### src/rtl/cnn_pkg.sv
// Shared types and defaults for the CNN datapath blocks.
package cnn_pkg;

    localparam int DEF_BIT_SIZE = 8;
    localparam int DEF_TAPS     = 9;

    // Window controller states; the encoding is fixed so that state dumps
    // read the same across the datapath blocks.
    typedef enum logic [1:0] {
        IDLE  = 2'd0,
        RUN   = 2'd1,
        DRAIN = 2'd2,
        DONE  = 2'd3
    } state_t;

    // Ceiling log2, for sizing counters and accumulators from parameters.
    function automatic int clog2(input int value);
        int result;
        int rem;
        result = 0;
        rem    = value - 1;
        while (rem > 0) begin
            result++;
            rem = rem >> 1;
        end
        return result;
    endfunction

endpackage

### src/rtl/mult_param.sv
// Registered signed multiplier: product and done update one edge after en.
module mult_param
    import cnn_pkg::*;
#(
    parameter int BIT_SIZE = DEF_BIT_SIZE
) (
    input  logic                         clk,
    input  logic                         reset,
    input  logic                         en,
    input  logic signed [BIT_SIZE-1:0]   a,
    input  logic signed [BIT_SIZE-1:0]   b,
    output logic signed [2*BIT_SIZE-1:0] product,
    output logic                         done
);

    logic signed [2*BIT_SIZE-1:0] product_q, product_d;
    logic                         done_q, done_d;

    // Next product is taken only when enabled; done mirrors en one edge later.
    always_comb begin
        product_d = product_q;
        done_d    = en;
        if (en) begin
            product_d = a * b;
        end
    end

    // Product register with synchronous reset.
    // NOTE: this reset is synchronous, so an asynchronous reset pulse that sees
    // no clock edge leaves product_q stale; consumers must qualify it themselves.
    always_ff @(posedge clk) begin
        if (reset) begin
            product_q <= '0;
            done_q    <= 1'b0;
        end else begin
            product_q <= product_d;
            done_q    <= done_d;
        end
    end

    assign product = product_q;
    assign done    = done_q;

endmodule

### src/rtl/conv_mac_ctrl.sv
// Convolution window MAC controller: reads TAPS pixel/weight pairs from
// synchronous-read buffers, accumulates bias + sum(pixel*weight) through one
// shared registered multiplier, applies optional ReLU and hands the result off
// with valid/ready. Each accepted start is followed by TAPS+4 busy cycles; the
// handshake edge returns to IDLE and the following edge can accept a new start.
module conv_mac_ctrl
    import cnn_pkg::*;
#(
    parameter int BIT_SIZE = DEF_BIT_SIZE,
    parameter int TAPS     = DEF_TAPS,
    parameter int ADDR_W   = 4,
    parameter int ACC_W    = 2*BIT_SIZE + 4
) (
    input  logic                       clk,
    input  logic                       reset,
    input  logic                       start,
    input  logic signed [ACC_W-1:0]    bias,
    input  logic                       relu_en,
    output logic                       busy,
    output logic                       rd_en,
    output logic [ADDR_W-1:0]          rd_addr,
    input  logic signed [BIT_SIZE-1:0] pix_data,
    input  logic signed [BIT_SIZE-1:0] wgt_data,
    output logic signed [ACC_W-1:0]    result,
    output logic                       result_valid,
    input  logic                       result_ready
);

    localparam int                PROD_W    = 2*BIT_SIZE;
    localparam logic [ADDR_W-1:0] LAST_ADDR = ADDR_W'(TAPS - 1);

    state_t                    state_q, state_d;
    logic                      rd_en_q, rd_en_d;
    logic [ADDR_W-1:0]         rd_addr_q, rd_addr_d;
    logic                      mul_en_q, mul_en_d;
    logic                      acc_en_q, acc_en_d;
    logic                      relu_q, relu_d;
    logic signed [ACC_W-1:0]   acc_q, acc_d;
    logic signed [ACC_W-1:0]   result_q, result_d;
    logic                      result_valid_q, result_valid_d;

    logic signed [PROD_W-1:0]  product;
    logic signed [ACC_W-1:0]   product_ext;
    logic                      mult_done_unused;

    // The multiplier fires one cycle after each read, when buffer data is valid.
    mult_param #(
        .BIT_SIZE (BIT_SIZE)
    ) u_mult (
        .clk     (clk),
        .reset   (reset),
        .en      (mul_en_q),
        .a       (pix_data),
        .b       (wgt_data),
        .product (product),
        .done    (mult_done_unused)
    );

    assign product_ext = {{(ACC_W-PROD_W){product[PROD_W-1]}}, product};

    // Next-state, read sequencing, accumulation and result capture.
    // NOTE: every _d gets its hold value first, so no path leaves it unassigned
    // and no latch is inferred.
    always_comb begin
        state_d        = state_q;
        rd_en_d        = rd_en_q;
        rd_addr_d      = rd_addr_q;
        relu_d         = relu_q;
        acc_d          = acc_q;
        result_d       = result_q;
        result_valid_d = result_valid_q;
        mul_en_d       = rd_en_q;
        acc_en_d       = mul_en_q;

        // acc_en_q, not the multiplier's done, qualifies the product: done is
        // only cleared on a clock edge and can be stale after an async reset.
        if (acc_en_q) begin
            acc_d = acc_q + product_ext;
        end

        case (state_q)
            IDLE: begin
                if (start) begin
                    state_d   = RUN;
                    acc_d     = bias;
                    relu_d    = relu_en;
                    rd_en_d   = 1'b1;
                    rd_addr_d = '0;
                end
            end
            RUN: begin
                if (rd_addr_q == LAST_ADDR) begin
                    state_d   = DRAIN;
                    rd_en_d   = 1'b0;
                    rd_addr_d = '0;
                end else begin
                    rd_addr_d = rd_addr_q + ADDR_W'(1);
                end
            end
            DRAIN: begin
                // Both pipeline flags low means the last product is in acc_q.
                if (!mul_en_q && !acc_en_q) begin
                    state_d        = DONE;
                    result_valid_d = 1'b1;
                    result_d       = (relu_q && acc_q[ACC_W-1]) ? '0 : acc_q;
                end
            end
            DONE: begin
                if (result_ready) begin
                    state_d        = IDLE;
                    result_valid_d = 1'b0;
                end
            end
            default: state_d = IDLE;
        endcase
    end

    // State registers; reset abandons any window in flight.
    // NOTE: sequential state uses non-blocking assignments so every flop
    // samples the pre-edge values regardless of statement order.
    always_ff @(posedge clk or posedge reset) begin
        if (reset) begin
            state_q        <= IDLE;
            rd_en_q        <= 1'b0;
            rd_addr_q      <= '0;
            mul_en_q       <= 1'b0;
            acc_en_q       <= 1'b0;
            relu_q         <= 1'b0;
            acc_q          <= '0;
            result_q       <= '0;
            result_valid_q <= 1'b0;
        end else begin
            state_q        <= state_d;
            rd_en_q        <= rd_en_d;
            rd_addr_q      <= rd_addr_d;
            mul_en_q       <= mul_en_d;
            acc_en_q       <= acc_en_d;
            relu_q         <= relu_d;
            acc_q          <= acc_d;
            result_q       <= result_d;
            result_valid_q <= result_valid_d;
        end
    end

    assign busy         = (state_q != IDLE);
    assign rd_en        = rd_en_q;
    assign rd_addr      = rd_addr_q;
    assign result       = result_q;
    assign result_valid = result_valid_q;

endmodule

### config.mk
export PLATFORM = sky130hd
export DESIGN_NAME = conv_mac_ctrl
export DESIGN_NICKNAME = d
export VERILOG_FILES = /design/src/rtl/cnn_pkg.sv /design/src/rtl/mult_param.sv /design/src/rtl/conv_mac_ctrl.sv
export SDC_FILE = /design/constraint.sdc
export NUM_CORES = 1
export LEC_CHECK = 0
export CAP_MARGIN = 25
export CORE_MARGIN = 3
export CORE_UTILIZATION = 40
export DETAILED_ROUTE_END_ITERATION = 12
export HOLD_SLACK_MARGIN = 0.1
export PLACE_DENSITY = 0.64
export SLEW_MARGIN = 15
export SYNTH_ARGS = -nofsm -noshare
export SYNTH_HDL_FRONTEND = slang
export SYNTH_HIERARCHICAL = 1
export SYNTH_SLANG_ARGS = --single-unit
export TNS_END_PERCENT = 50
### constraint.sdc
create_clock -name clk -period 2.3 [get_ports clk]
set_input_delay 0.46 -clock clk [delete_from_list [all_inputs] [get_ports clk]]
set_output_delay 0.46 -clock clk [all_outputs]
set_load 0.02 [all_outputs]
==> results.tsv <==
metric	value	unit
failing checks	negative setup slack	
count of port buffers added during placement	67	
synthesized area divided by synthesized cell count	8.92	um^2
DIE AREA	0.0173	mm^2
pin count of the biggest net entering global routing	41	
DIE HEIGHT	132	um
CTS root buf	clkbuf_16	
antenna fix cells	0	
number of top-level design ports	68	
area of the core	0.0153	mm^2
number of antenna-violating nets in the routed design	0	
Iter 0 DRT Violations	233	
Post-Layout Inst Area	0.00860	mm^2
critical setup path kind	input port to register	
warning count from the yosys run	6	
skew final	0.00883	ns
worst endpoint data arrival time	4.17	ns
setup slack of the most critical reg-to-reg path	0	ns
share of post-route cells with drive strength above 1	26.4	%
met1 capacity usage during global routing	24.9	%
horizontal die dimension	132	um
DP Area	0.00779	mm^2
via total after detailed routing	5332	
Skew-Pair Late Insertion Delay	0.32	ns
LEAKAGE	3.92	nW
routed wire length	15700	um
power per cell area	1340	mW/mm^2
hold crit path type	register to register	
CTS sink count	67	
final clock period utilization by the worst path	172	%
Setup Total Neg Slack	-15.63	ns
layer carrying the most global-route usage	met2	
first-pass GRT wire length	26200	um
Clock H-tree levels	3	
number of global-route vias before repair	5437	
routed length per instance	15.0	um
Post-Route Utilization	56.1	%
Post-layout nets	986	
detailed-router iteration count before antenna repair	5	
Max Root-Sink Buffers	2	
Num CTS Buffers	9	
TritonCTS clock tree	yes	
final worst slack	-1.65	ns
Tot GR Track Use	18.1	%
grt total ovfl	0	
max-cap check violation count	0	
met3 Usage GRT	3.14	%
kind of launch point of the worst setup path	input port	
Final Max Slew Viols	0	
upper clock frequency limit	253	MHz
Area Growth Syn to Fin	36.1	%
setup repair after global routing missed its margin	yes	
Crit. End Element	register	
met2 demand-to-capacity share in global routing	30.3	%
initial antenna violation count	0	
Max IR drop VDD	643	uV
Tightest Pin Transition	0.593	ns
Filler cells	1373	
min cycle time layout	3.95	ns
initial core utilization	41.2	%
syn nets	859	
weighted congestion at the end of routability-driven global placement	0.911	
post-synthesis instance area	0.00632	mm^2
gate count after technology mapping	708	
relative max-transition margin	60.4	%
post-detailed-route via-to-cell ratio	5.07	
final number of setup-violating endpoints	13	
CTS clock-pin slew for the worst setup and hold paths	0.06	ns
outcome	finished with violations	
setup slack after placement	-2.58	ns
required time at the worst-slack endpoint	2.52	ns
Critical Path Fanout Max	5	
HPWL Detailed	12500	um
count of standard-cell rows	45	
Hold Fails Final Rpt	0	
DRC errors left	0	
==> critical path: stages <==
cell and delay [ns]:
buf_8 0.11, and2_4 0.17, fa_1 0.51, inv_1 0.06
fa_1 0.49, inv_2 0.04, fa_1 0.54, inv_1 0.05
fa_1 0.49, inv_2 0.05, ha_4 0.22, o21a_4 0.12
o21ai_4 0.20, a211oi_2 0.10, or3_1 0.34, a32o_1 0.21
==> path summary, 6_finish.rpt <==
| check | depth (start not counted) | to | startpoint |
|---|---|---|---|
| setup reg to reg | 12 | acc_q[8] | acc_q[0] |
| min in group asynchronous | 3 | acc_q[2] | reset |
| setup / recovery | 16 | u_mult/product[14] | wgt_data[0] |
| hold / removal | 0 | acc_en_d | rd_en |
| hold reg to reg | 0 | acc_en_d | rd_en |
| max in group asynchronous | 4 | result[10] | reset |
==> sequential cells by signal (all words and copies together) (netlist names), 2 cells and up <==
name / count
u_mult/product: 16
acc_q: 20
state_q: 2
result: 20
rd_addr: 4
==> layout by cell type (no fill, tap or decap), types with 25 or more instances in the layout <==
cell and n:
nor2_1 27, fa_1 47, nand2_1 77, o21ai_0 49
a21oi_1 25, and2_1 25, inv_2 26, ha_1 36
clkdlybuf4s50_1 50, dfrtp_1 51, inv_1 70, buf_4 58
==> final cells by class <==
cell class / instances / area [um^2] / area share [%]
Clock buffer: 14 / 254 / 2.95
Tap cell: 211 / 264 / 3.07
Sequential cell: 67 / 1600 / 18.6
Clock inverter: 2 / 35.0 / 0.408
Inverter: 97 / 367 / 4.26
Timing Repair Buffer: 139 / 1340 / 15.6
Multi-Input combinational cell: 521 / 4730 / 55.1
==> routing by layer <==
metal	part of all wire, %	vias up	routed length [um]
li1	-	2608	-
met5	0	-	0
met2	51	86	7970
met4	0.76	0	119
met1	45	2631	7120
met3	3.3	7	520
==> repair_timing <==
item,4_1_cts,5_1_grt
gates resized for setup,140,73
hold buffers,0,0
cloned,0,1
setup buffers,8,3
setup endpoints to repair,20,25
pin swaps,49,46
==> stage by stage <==
stage	instances	power, mW	hold slack (ns)
after floorplan	708	6.96	0.431
after global placement	1024	9.11	0.414
after detailed placement	1024	9.33	0.423
after CTS	1048	11.1	0.438
after global routing	1051	12.5	0.453
final	1051	11.5	0.425
==> power by group <==
group          switching [mW]  internal (mW)
clock network           0.473          0.868
logic                    4.07           3.96
registers               0.452           1.70
Note: power is estimated with default switching activity, not from simulation.
